==> src/rtl/head_table_lookup.sv <==
// Head-table lookup stage: reads the bucket head pointer for each hashed task and
// forwards snooped head-table writes into every in-flight and buffered task.
package head_table_lookup_pkg;
  localparam int unsigned KEY_WIDTH        = 16;
  localparam int unsigned VALUE_WIDTH      = 16;
  localparam int unsigned CMD_WIDTH        = 2;
  localparam int unsigned TABLE_ADDR_WIDTH = 8;
  localparam int unsigned BUCKET_WIDTH     = 8;

  typedef struct packed {
    logic [KEY_WIDTH-1:0]    key;
    logic [VALUE_WIDTH-1:0]  value;
    logic [CMD_WIDTH-1:0]    cmd;
    logic [BUCKET_WIDTH-1:0] bucket;
  } hash_task_t;

  typedef struct packed {
    logic [KEY_WIDTH-1:0]        key;
    logic [VALUE_WIDTH-1:0]      value;
    logic [CMD_WIDTH-1:0]        cmd;
    logic [BUCKET_WIDTH-1:0]     bucket;
    logic [TABLE_ADDR_WIDTH-1:0] head_ptr;
    logic                        head_ptr_val;
  } ht_data_task_t;

  // fwd marks that a snooped write already supplied the head pointer
  typedef struct packed {
    logic          fwd;
    ht_data_task_t d;
  } shadow_t;
endpackage

module head_table_lookup
  import head_table_lookup_pkg::*;
#(
  parameter int unsigned RAM_LATENCY = 2,
  parameter int unsigned FIFO_DEPTH  = 4,
  parameter int unsigned A_WIDTH     = TABLE_ADDR_WIDTH,
  parameter int unsigned B_WIDTH     = BUCKET_WIDTH
) (
  input  logic               clk_i,
  input  logic               rst_i,
  input  hash_task_t         task_i,
  input  logic               task_valid_i,
  output logic               task_ready_o,
  output logic [B_WIDTH-1:0] ht_rd_addr_o,
  output logic               ht_rd_en_o,
  input  logic [A_WIDTH-1:0] ht_rd_ptr_i,
  input  logic               ht_rd_ptr_val_i,
  input  logic [B_WIDTH-1:0] ht_wr_addr_i,
  input  logic [A_WIDTH-1:0] ht_wr_ptr_i,
  input  logic               ht_wr_ptr_val_i,
  input  logic               ht_wr_en_i,
  output ht_data_task_t      task_o,
  output logic               task_valid_o,
  input  logic               task_ready_i
);

  localparam int unsigned CNT_W = $clog2(FIFO_DEPTH + 1);

  function automatic shadow_t snoop_sh(input shadow_t s, input logic en,
                                       input logic [B_WIDTH-1:0] addr,
                                       input logic [A_WIDTH-1:0] ptr, input logic val);
    shadow_t r;
    r = s;
    if (en && (s.d.bucket == addr)) begin
      r.fwd            = 1'b1;
      r.d.head_ptr     = ptr;
      r.d.head_ptr_val = val;
    end
    return r;
  endfunction

  function automatic ht_data_task_t snoop_d(input ht_data_task_t e, input logic en,
                                            input logic [B_WIDTH-1:0] addr,
                                            input logic [A_WIDTH-1:0] ptr, input logic val);
    ht_data_task_t r;
    r = e;
    if (en && (e.bucket == addr)) begin
      r.head_ptr     = ptr;
      r.head_ptr_val = val;
    end
    return r;
  endfunction

  logic [CNT_W-1:0]       r_cnt;
  logic                   r_ready;
  logic [RAM_LATENCY-1:0] r_pipe_vld;
  shadow_t                r_pipe [RAM_LATENCY];
  logic [CNT_W-1:0]       r_occ;
  logic                   r_out_valid;
  ht_data_task_t          r_fifo [FIFO_DEPTH];

  logic                   w_accept;
  logic                   w_pop;
  shadow_t                w_in;
  shadow_t                w_exit;
  ht_data_task_t          w_exit_d;
  logic                   w_exit_valid;
  logic [RAM_LATENCY-1:0] w_pipe_vld_nxt;
  shadow_t                w_pipe_nxt [RAM_LATENCY];
  ht_data_task_t          w_fifo_ext [FIFO_DEPTH+1];
  ht_data_task_t          w_fifo_nxt [FIFO_DEPTH];
  logic [CNT_W-1:0]       w_occ_popped;
  logic [CNT_W-1:0]       w_occ_nxt;
  logic [CNT_W-1:0]       w_cnt_nxt;

  assign w_accept     = task_valid_i & r_ready;
  assign w_pop        = r_out_valid & task_ready_i;
  assign ht_rd_en_o   = w_accept;
  assign ht_rd_addr_o = task_i.bucket;
  assign task_ready_o = r_ready;
  assign task_valid_o = r_out_valid;
  assign task_o       = r_fifo[0];

  // Shadow pipeline tracking the RAM read, with write snooping at every stage
  always_comb begin
    w_in                = '0;
    w_in.d.key          = task_i.key;
    w_in.d.value        = task_i.value;
    w_in.d.cmd          = task_i.cmd;
    w_in.d.bucket       = task_i.bucket;
    w_pipe_vld_nxt      = '0;
    w_pipe_vld_nxt[0]   = w_accept;
    w_pipe_nxt[0]       = snoop_sh(w_in, ht_wr_en_i, ht_wr_addr_i, ht_wr_ptr_i, ht_wr_ptr_val_i);
    for (int k = 1; k < int'(RAM_LATENCY); k++) begin
      w_pipe_vld_nxt[k] = r_pipe_vld[k-1];
      w_pipe_nxt[k]     = snoop_sh(r_pipe[k-1], ht_wr_en_i, ht_wr_addr_i, ht_wr_ptr_i,
                                   ht_wr_ptr_val_i);
    end
    w_exit       = snoop_sh(r_pipe[RAM_LATENCY-1], ht_wr_en_i, ht_wr_addr_i, ht_wr_ptr_i,
                            ht_wr_ptr_val_i);
    w_exit_valid = r_pipe_vld[RAM_LATENCY-1];
    w_exit_d     = w_exit.d;
    if (!w_exit.fwd) begin
      w_exit_d.head_ptr     = ht_rd_ptr_i;
      w_exit_d.head_ptr_val = ht_rd_ptr_val_i;
    end
  end

  // Shift-register FIFO: entry 0 is the presented head
  always_comb begin
    for (int i = 0; i < int'(FIFO_DEPTH); i++) begin
      w_fifo_ext[i] = r_fifo[i];
    end
    w_fifo_ext[FIFO_DEPTH] = '0;
    w_occ_popped = r_occ - CNT_W'(w_pop);
    for (int i = 0; i < int'(FIFO_DEPTH); i++) begin
      w_fifo_nxt[i] = snoop_d(w_pop ? w_fifo_ext[i+1] : w_fifo_ext[i], ht_wr_en_i,
                              ht_wr_addr_i, ht_wr_ptr_i, ht_wr_ptr_val_i);
      if (w_exit_valid && (CNT_W'(i) == w_occ_popped)) begin
        w_fifo_nxt[i] = w_exit_d;
      end
    end
    w_occ_nxt = w_occ_popped + CNT_W'(w_exit_valid);
    w_cnt_nxt = r_cnt + CNT_W'(w_accept) - CNT_W'(w_pop);
  end

  always_ff @(posedge clk_i) begin
    if (!rst_i) begin
      r_cnt       <= '0;
      r_ready     <= 1'b1;
      r_pipe_vld  <= '0;
      r_occ       <= '0;
      r_out_valid <= 1'b0;
    end else begin
      r_cnt       <= w_cnt_nxt;
      r_ready     <= (w_cnt_nxt < CNT_W'(FIFO_DEPTH));
      r_pipe_vld  <= w_pipe_vld_nxt;
      r_occ       <= w_occ_nxt;
      r_out_valid <= (w_occ_nxt != '0);
    end
  end

  // Payload storage needs no reset; validity lives in r_pipe_vld / r_occ
  always_ff @(posedge clk_i) begin
    r_pipe <= w_pipe_nxt;
    r_fifo <= w_fifo_nxt;
  end

endmodule

==> config.mk <==
export PLATFORM = sky130hd
export DESIGN_NAME = head_table_lookup
export DESIGN_NICKNAME = d
export VERILOG_FILES = /design/src/rtl/head_table_lookup.sv
export SDC_FILE = /design/constraint.sdc
export NUM_CORES = 1
export LEC_CHECK = 0
export BUFFER_PORTS_ARGS = -buffer_cell sky130_fd_sc_hd__clkbuf_2
export CAP_MARGIN = 20
export CORE_MARGIN = 2
export CORE_UTILIZATION = 50
export DETAILED_ROUTE_END_ITERATION = 10
export GPL_ROUTABILITY_DRIVEN = 1
export PLACE_DENSITY = 0.81
export SKIP_CTS_REPAIR_TIMING = 1
export SLEW_MARGIN = 20
export SYNTH_ARGS = -nofsm -noshare
export SYNTH_HDL_FRONTEND = slang
export SYNTH_SLANG_ARGS = --single-unit
==> constraint.sdc <==
create_clock -name clk_i -period 6.8 [get_ports clk_i]
set_input_delay 1.36 -clock clk_i [delete_from_list [all_inputs] [get_ports clk_i]]
set_output_delay 1.36 -clock clk_i [all_outputs]
set_load 0.02 [all_outputs]
==> results of run 1 <==
worst max path at each step:
stage,from,endpoint,slack (ns)
finish,task_ready_i,r_fifo[55],2.44
global placement,task_ready_i,r_fifo[51],1.97
floorplan,task_ready_i,r_fifo[51],1.39
CTS,task_ready_i,r_fifo[55],2.47
detailed placement,task_ready_i,r_fifo[54],1.90
global route,task_ready_i,r_fifo[55],2.19
area by class of cell:
cell class / count / area share (%)
Timing Repair Buffer: 145 / 5.08
Clock inverter: 13 / 0.629
Inverter: 24 / 0.638
Clock buffer: 45 / 6.17
Multi-Input combinational cell: 796 / 30.4
Tap cell: 341 / 2.86
Sequential cell: 318 / 54.2
power breakdown:
group / internal [uW] / switching, uW
Clock: 973 / 703
Sequential: 2440 / 175
Combinational: 366 / 729
worst register-to-register path: stages (launching register included):
cell	delay [ns]
dfxtp_1	0.49
nand2_8	0.38
clkinv_4	0.37
ha_1	0.32
ha_1	0.19
xnor2_1	0.28
and2_1	0.28
nand3_2	0.11
nand2_2	0.63
o21bai_1	0.49
flip-flops by register name (all words and copies together), names as in the netlist:
register	cells
r_pipe_vld	2
task_o	51
r_fifo	153
task_ready_o	1
task_valid_o	1
r_pipe	104
r_cnt	3
r_occ	3
stage by stage:
step                      util, %  total power, uW  hold WS, ns
after detailed placement     52.1             3730        0.312
after global placement       52.1             3690        0.312
after CTS                    55.9             5400        0.326
final                        56.0             5390        0.325
after floorplan                 -             3490        0.310
after global routing         56.0             5630        0.329
per-layer routing:
metal	part of all wire [%]	GRT usage [%]
met3	8.1	4.28
met5	0	0
met4	4.3	10.0
met1	42	26.9
met2	46	33.3
cells by family (layout without fill, tap and decap cells):
logic type	after synthesis	in the layout	share of synthesized area [%]
DFF	318	318	60.1
and+or+nand+nor	558	558	19.3
adders and majority gates	6	6	0.614
muxes	37	37	2.99
AOI/OAI and AO/OA	153	153	7.66
xor gates and xnor gates	42	42	2.73
buffers and inverters	163	227	6.58
cells in the final DEF, fill, tap and decap left out, types with 8 or more instances in the layout:
cell       Yosys  routed
mux2_2        18      18
mux2i_1       17      17
and2_1        52      52
o21ai_0       39      39
o211ai_1      20      20
xnor2_1       27      27
edfxtp_1     172     172
dfxtp_1      146     146
nand2_1      285     281
a31oi_1       19      19
nand2b_1       8       8
o311a_1       18      18
clkbuf_2       0     134
inv_1         23      23
or4_1         11      11
clkbuf_16      0      32
nor2_1        38      38
buf_4         59      10
xor2_1        15      15
nand3_1      120     117
a21oi_1       32      32
==> run_results.csv, run 1 <==
group,metric,value,unit
final_layout,nNetsFinal,1395,
global_routing,grtUsageTotal,20.7,%
logic_synthesis,synthArstFlopShare,0,%
routing,final_antenna_net_count,0,
logic_synthesis,synth_common_cells,"nand2_1 (285), edfxtp_1 (172), dfxtp_1 (146), nand3_1 (120), buf_4 (59)",
worst_setup_path,critPathMostFrequentCell,"ha_1",
cts,root_buffer,"clkbuf_16",
cts,cts.sinks,318,
sta,slew_viol_final,0,
floorplan,die_h,168,um
cts,cts_tree,"done",
worst_setup_path,cp.depth,10,
floorplan,fp-row-count,60,
final_layout,seqCellArea,8090,um^2
global_routing,overflow,0,
worst_setup_path,cp-end-kind,"flip-flop",
final_layout,final_cell_area,14900,um^2
worst_setup_path,timing.rr.start,"task_valid_o",
sta,worstMarginPinSlew,1.04,ns
logic_synthesis,synthesis.nets,1356,
worst_setup_path,required,6.99,ns
logic_synthesis,ys_seq_elements,318,
cts,htree_num_levels,1,
floorplan,fp.dieW,168,um
worst_setup_path,path_class,"in2reg",
routing,drt_iter0_markers,980,
logic_synthesis,syn_avg_cell_area,10.5,um^2
logic_synthesis,synthDistinctLibCells,64,
cts,clk_pin_slew,0.06,ns
logic_synthesis,yosysWarnings,0,
final_layout,multi_input_area,4540,um^2
routing,drt_first_pass_iters,5,
final_layout,final_cell_count_no_fill,1682,
logic_synthesis,synthesis.area,13500,um^2
worst_setup_path,crit_arrival,4.55,ns
sta,rsz0062_at_grt,"false",
routing,drc,0,
logic_synthesis,ys_top_cells_by_area,"edfxtp_1 (38%), dfxtp_1 (22%), nand2_1 (8.0%), nand3_1 (4.5%), buf_4 (3.3%)",
place,dp_cells,1624,
sta,slew_headroom,30.7,%
logic_synthesis,synth_top_area_cell,"edfxtp_1",
worst_setup_path,path_buf_inv,2,
place,post_dp_cell_area,13900,um^2
final_layout,antenna_cells,0,
routing,vias,9344,
worst_hold_path,min_path_type,"reg2reg",
global_routing,grt_pass1_vias,9207,
sta,min_period_over_period,64.1,%
cts,clk_path_buf_depth,3,
floorplan,pin_count,135,
place,place_congestion,0.891,
logic_synthesis,synth_top_flop_cell,"edfxtp_1",
place,port_buffers,134,
worst_hold_path,hold_path_depth,0,
worst_setup_path,crit_family,"simple AND/OR/NAND/NOR gates",
pwr,peakVddDrop,0.000236,V
place,dp_hpwl,18500,um
global_routing,grt_pass1_wl,46900,um
logic_synthesis,netlist_instances,1277,
floorplan,dieArea,28200,um^2
logic_synthesis,synth_top_area_share,38.4,%
global_routing,grt_start_max_net_pins,122,
logic_synthesis,ys_seq_area_share,60.1,%
worst_setup_path,worst_path_largest_cell_delay,0.63,ns
outcome,status,"completed",
pwr,power_density,361,nW/um^2
routing,wirelength,29800,um
worst_setup_path,rrSetupSlack,2.89,ns
worst_setup_path,reg2reg_to,"r_fifo[55]",
worst_setup_path,crit_slowest_cell,"nand2_2",
final_layout,nFillCells,2136,
sta,max_clock_freq,229,MHz
logic_synthesis,synth-edff-count,172,
job,maxCapViolCount,0,
cts,cts_inserted_buffers,31,
floorplan,coreArea,26700,um^2
final_layout,drive_above_1_share,17.7,%
worst_setup_path,startpoint_type,"primary input",
logic_synthesis,yosysMostFrequentCell,"nand2_1",
worst_hold_path,holdPathEnd,"r_pipe[33]",
global_routing,antenna_found_initial,0,
pwr,p_leak,0.00598,uW
sta,setup_viol,0,
sta,setup_ws,2.44,ns
sta,finClkSkew,0.0122,ns
place,dp_slack,1.90,ns
worst_setup_path,cp_max_fo,44,
sta,hold_viol,0,
routing,wl_per_cell,17.7,um
worst_setup_path,reg2reg_depth,9,
cts,insertion_delay,0.56,ns
final_layout,syn_to_final_growth,10.9,%
floorplan,start_util,50.5,%
sta,min_period,4.36,ns
worst_hold_path,hp-start,"r_pipe[85]",
routing,via_per_inst,5.56,
sta,tns,0,ns
worst_setup_path,crit_chain,"clkbuf_2, nand2_8, clkinv_4, ha_1, ha_1, xnor2_1, and2_1, nand3_2, nand2_2, o21bai_1",
(Power assumes the default switching activity.)
==> run 2, diff against run 1 <==
Settings changed: PLACE_DENSITY 0.81 to 0.84.
Clock period 6.8 ns to 3.7 ns, I/O delays scaled along.
==> run_results.csv, run 2 (same netlist as run 1, synthesis figures left out) <==
group,metric,value,unit
place,port_buffers,134,
global_routing,antenna_found_initial,0,
worst_setup_path,cp-end-kind,"flip-flop",
cts,cts.sinks,318,
cts,cts_tree,"done",
worst_setup_path,cp_max_fo,28,
cts,cts_inserted_buffers,31,
final_layout,nFillCells,2160,
worst_setup_path,crit_slowest_cell,"dfxtp_1",
routing,final_antenna_net_count,0,
routing,drc,0,
sta,setup_viol,0,
floorplan,fp.dieW,168,um
sta,setup_ws,0.300,ns
global_routing,grtUsageTotal,21.8,%
sta,worstMarginPinSlew,1.09,ns
cts,root_buffer,"clkbuf_16",
sta,max_clock_freq,294,MHz
cts,clk_path_buf_depth,3,
sta,tns,0,ns
place,dp_hpwl,19600,um
cts,htree_num_levels,1,
job,maxCapViolCount,0,
worst_setup_path,required,3.94,ns
floorplan,start_util,50.5,%
sta,rsz0062_at_grt,"false",
worst_setup_path,worst_path_largest_cell_delay,0.72,ns
worst_setup_path,crit_chain,"nand2_8, clkinv_4, mux2_4, a221oi_2, nand4b_2, or2_0, nand3_2",
final_layout,drive_above_1_share,17.9,%
place,dp_slack,0.145,ns
worst_setup_path,crit_arrival,3.64,ns
place,dp_cells,1633,
place,post_dp_cell_area,14100,um^2
pwr,peakVddDrop,0.000285,V
sta,min_period,3.40,ns
global_routing,grt_pass1_wl,49600,um
floorplan,fp-row-count,60,
place,place_congestion,0.898,
final_layout,syn_to_final_growth,11.7,%
final_layout,antenna_cells,0,
final_layout,nNetsFinal,1404,
sta,min_period_over_period,91.9,%
cts,insertion_delay,0.57,ns
pwr,power_density,660,nW/um^2
worst_setup_path,path_buf_inv,1,
routing,wirelength,31000,um
worst_hold_path,hold_path_depth,1,
final_layout,final_cell_area,15000,um^2
final_layout,layout_commonest_cell,"nand2_1",
worst_setup_path,startpoint_type,"flip-flop",
floorplan,pin_count,135,
final_layout,final_cell_count_no_fill,1690,
sta,slew_viol_final,0,
worst_setup_path,reg2reg_depth,7,
global_routing,grt_start_max_net_pins,106,
worst_hold_path,min_path_type,"in2reg",
floorplan,coreArea,26700,um^2
cts,clk_pin_slew,0.06,ns
routing,via_per_inst,5.68,
floorplan,die_h,168,um
floorplan,dieArea,28200,um^2
routing,drt_first_pass_iters,8,
worst_setup_path,crit_family,"simple AND/OR/NAND/NOR gates",
final_layout,max_flop_register,"r_fifo",
worst_setup_path,cp.depth,7,
routing,drt_iter0_markers,917,
final_layout,most-common-layout-cells,"nand2_1 (281), edfxtp_1 (172), dfxtp_1 (146)",
worst_setup_path,path_class,"reg2reg",
global_routing,overflow,0,
sta,hold_viol,0,
routing,vias,9593,
worst_setup_path,rrSetupSlack,0.30,ns
pwr,p_leak,0.00601,uW
sta,slew_headroom,27.1,%
final_layout,largest_reg_flops,153,
outcome,status,"completed",
routing,wl_per_cell,18.3,um
global_routing,grt_pass1_vias,9505,
sta,finClkSkew,0.0106,ns
==> run 2: routing by layer <==
metal  part of all wire [%]  up-vias  global-route usage [%]
met5                      0        -                       0
met4                    3.2        0                    8.54
met3                    7.9       76                    3.60
met2                     47      416                    35.6
met1                     42     4600                    29.2
li1                       -     4501                       -
==> run 2: area by class of cell <==
type,count,area [um^2],share of cell area [%]
Inverter,24,95.1,0.633
Multi-Input combinational cell,796,4610,30.7
Clock inverter,14,104,0.691
Clock buffer,43,851,5.66
Tap cell,341,427,2.84
Timing Repair Buffer,154,846,5.63
Sequential cell,318,8090,53.8
==> run 2: metrics by stage <==
| step | total power, uW | utilization (%) | hold WS [ns] |
|---|---|---|---|
| global placement | 6880 | 52.8 | 0.312 |
| CTS | 9930 | 56.3 | 0.250 |
| finish | 9910 | 56.4 | 0.266 |
| global route | 10300 | 56.4 | 0.248 |
| detailed placement | 6960 | 52.8 | 0.312 |
| floorplan | 6470 | - | 0.310 |
==> run 2: worst paths after layout <==
| kind | from | endpoint |
|---|---|---|
| max reg2reg | task_valid_o | r_fifo[104] |
| max | task_valid_o | r_fifo[104] |
| min reg2reg | r_pipe[85] | r_pipe[33] |
| min | task_i[13] | r_pipe[74] |
==> run 2: report_power, final <==
group | internal (uW) | switching [uW]
clock network | 1670 | 1310
logic | 727 | 1390
registers | 4480 | 329
==> run 2: worst reg2reg max path, cell delays in order (launching register included) <==
cell	delay, ns
dfxtp_1	0.72
nand2_8	0.22
clkinv_4	0.25
mux2_4	0.36
a221oi_2	0.30
nand4b_2	0.32
or2_0	0.56
nand3_2	0.34
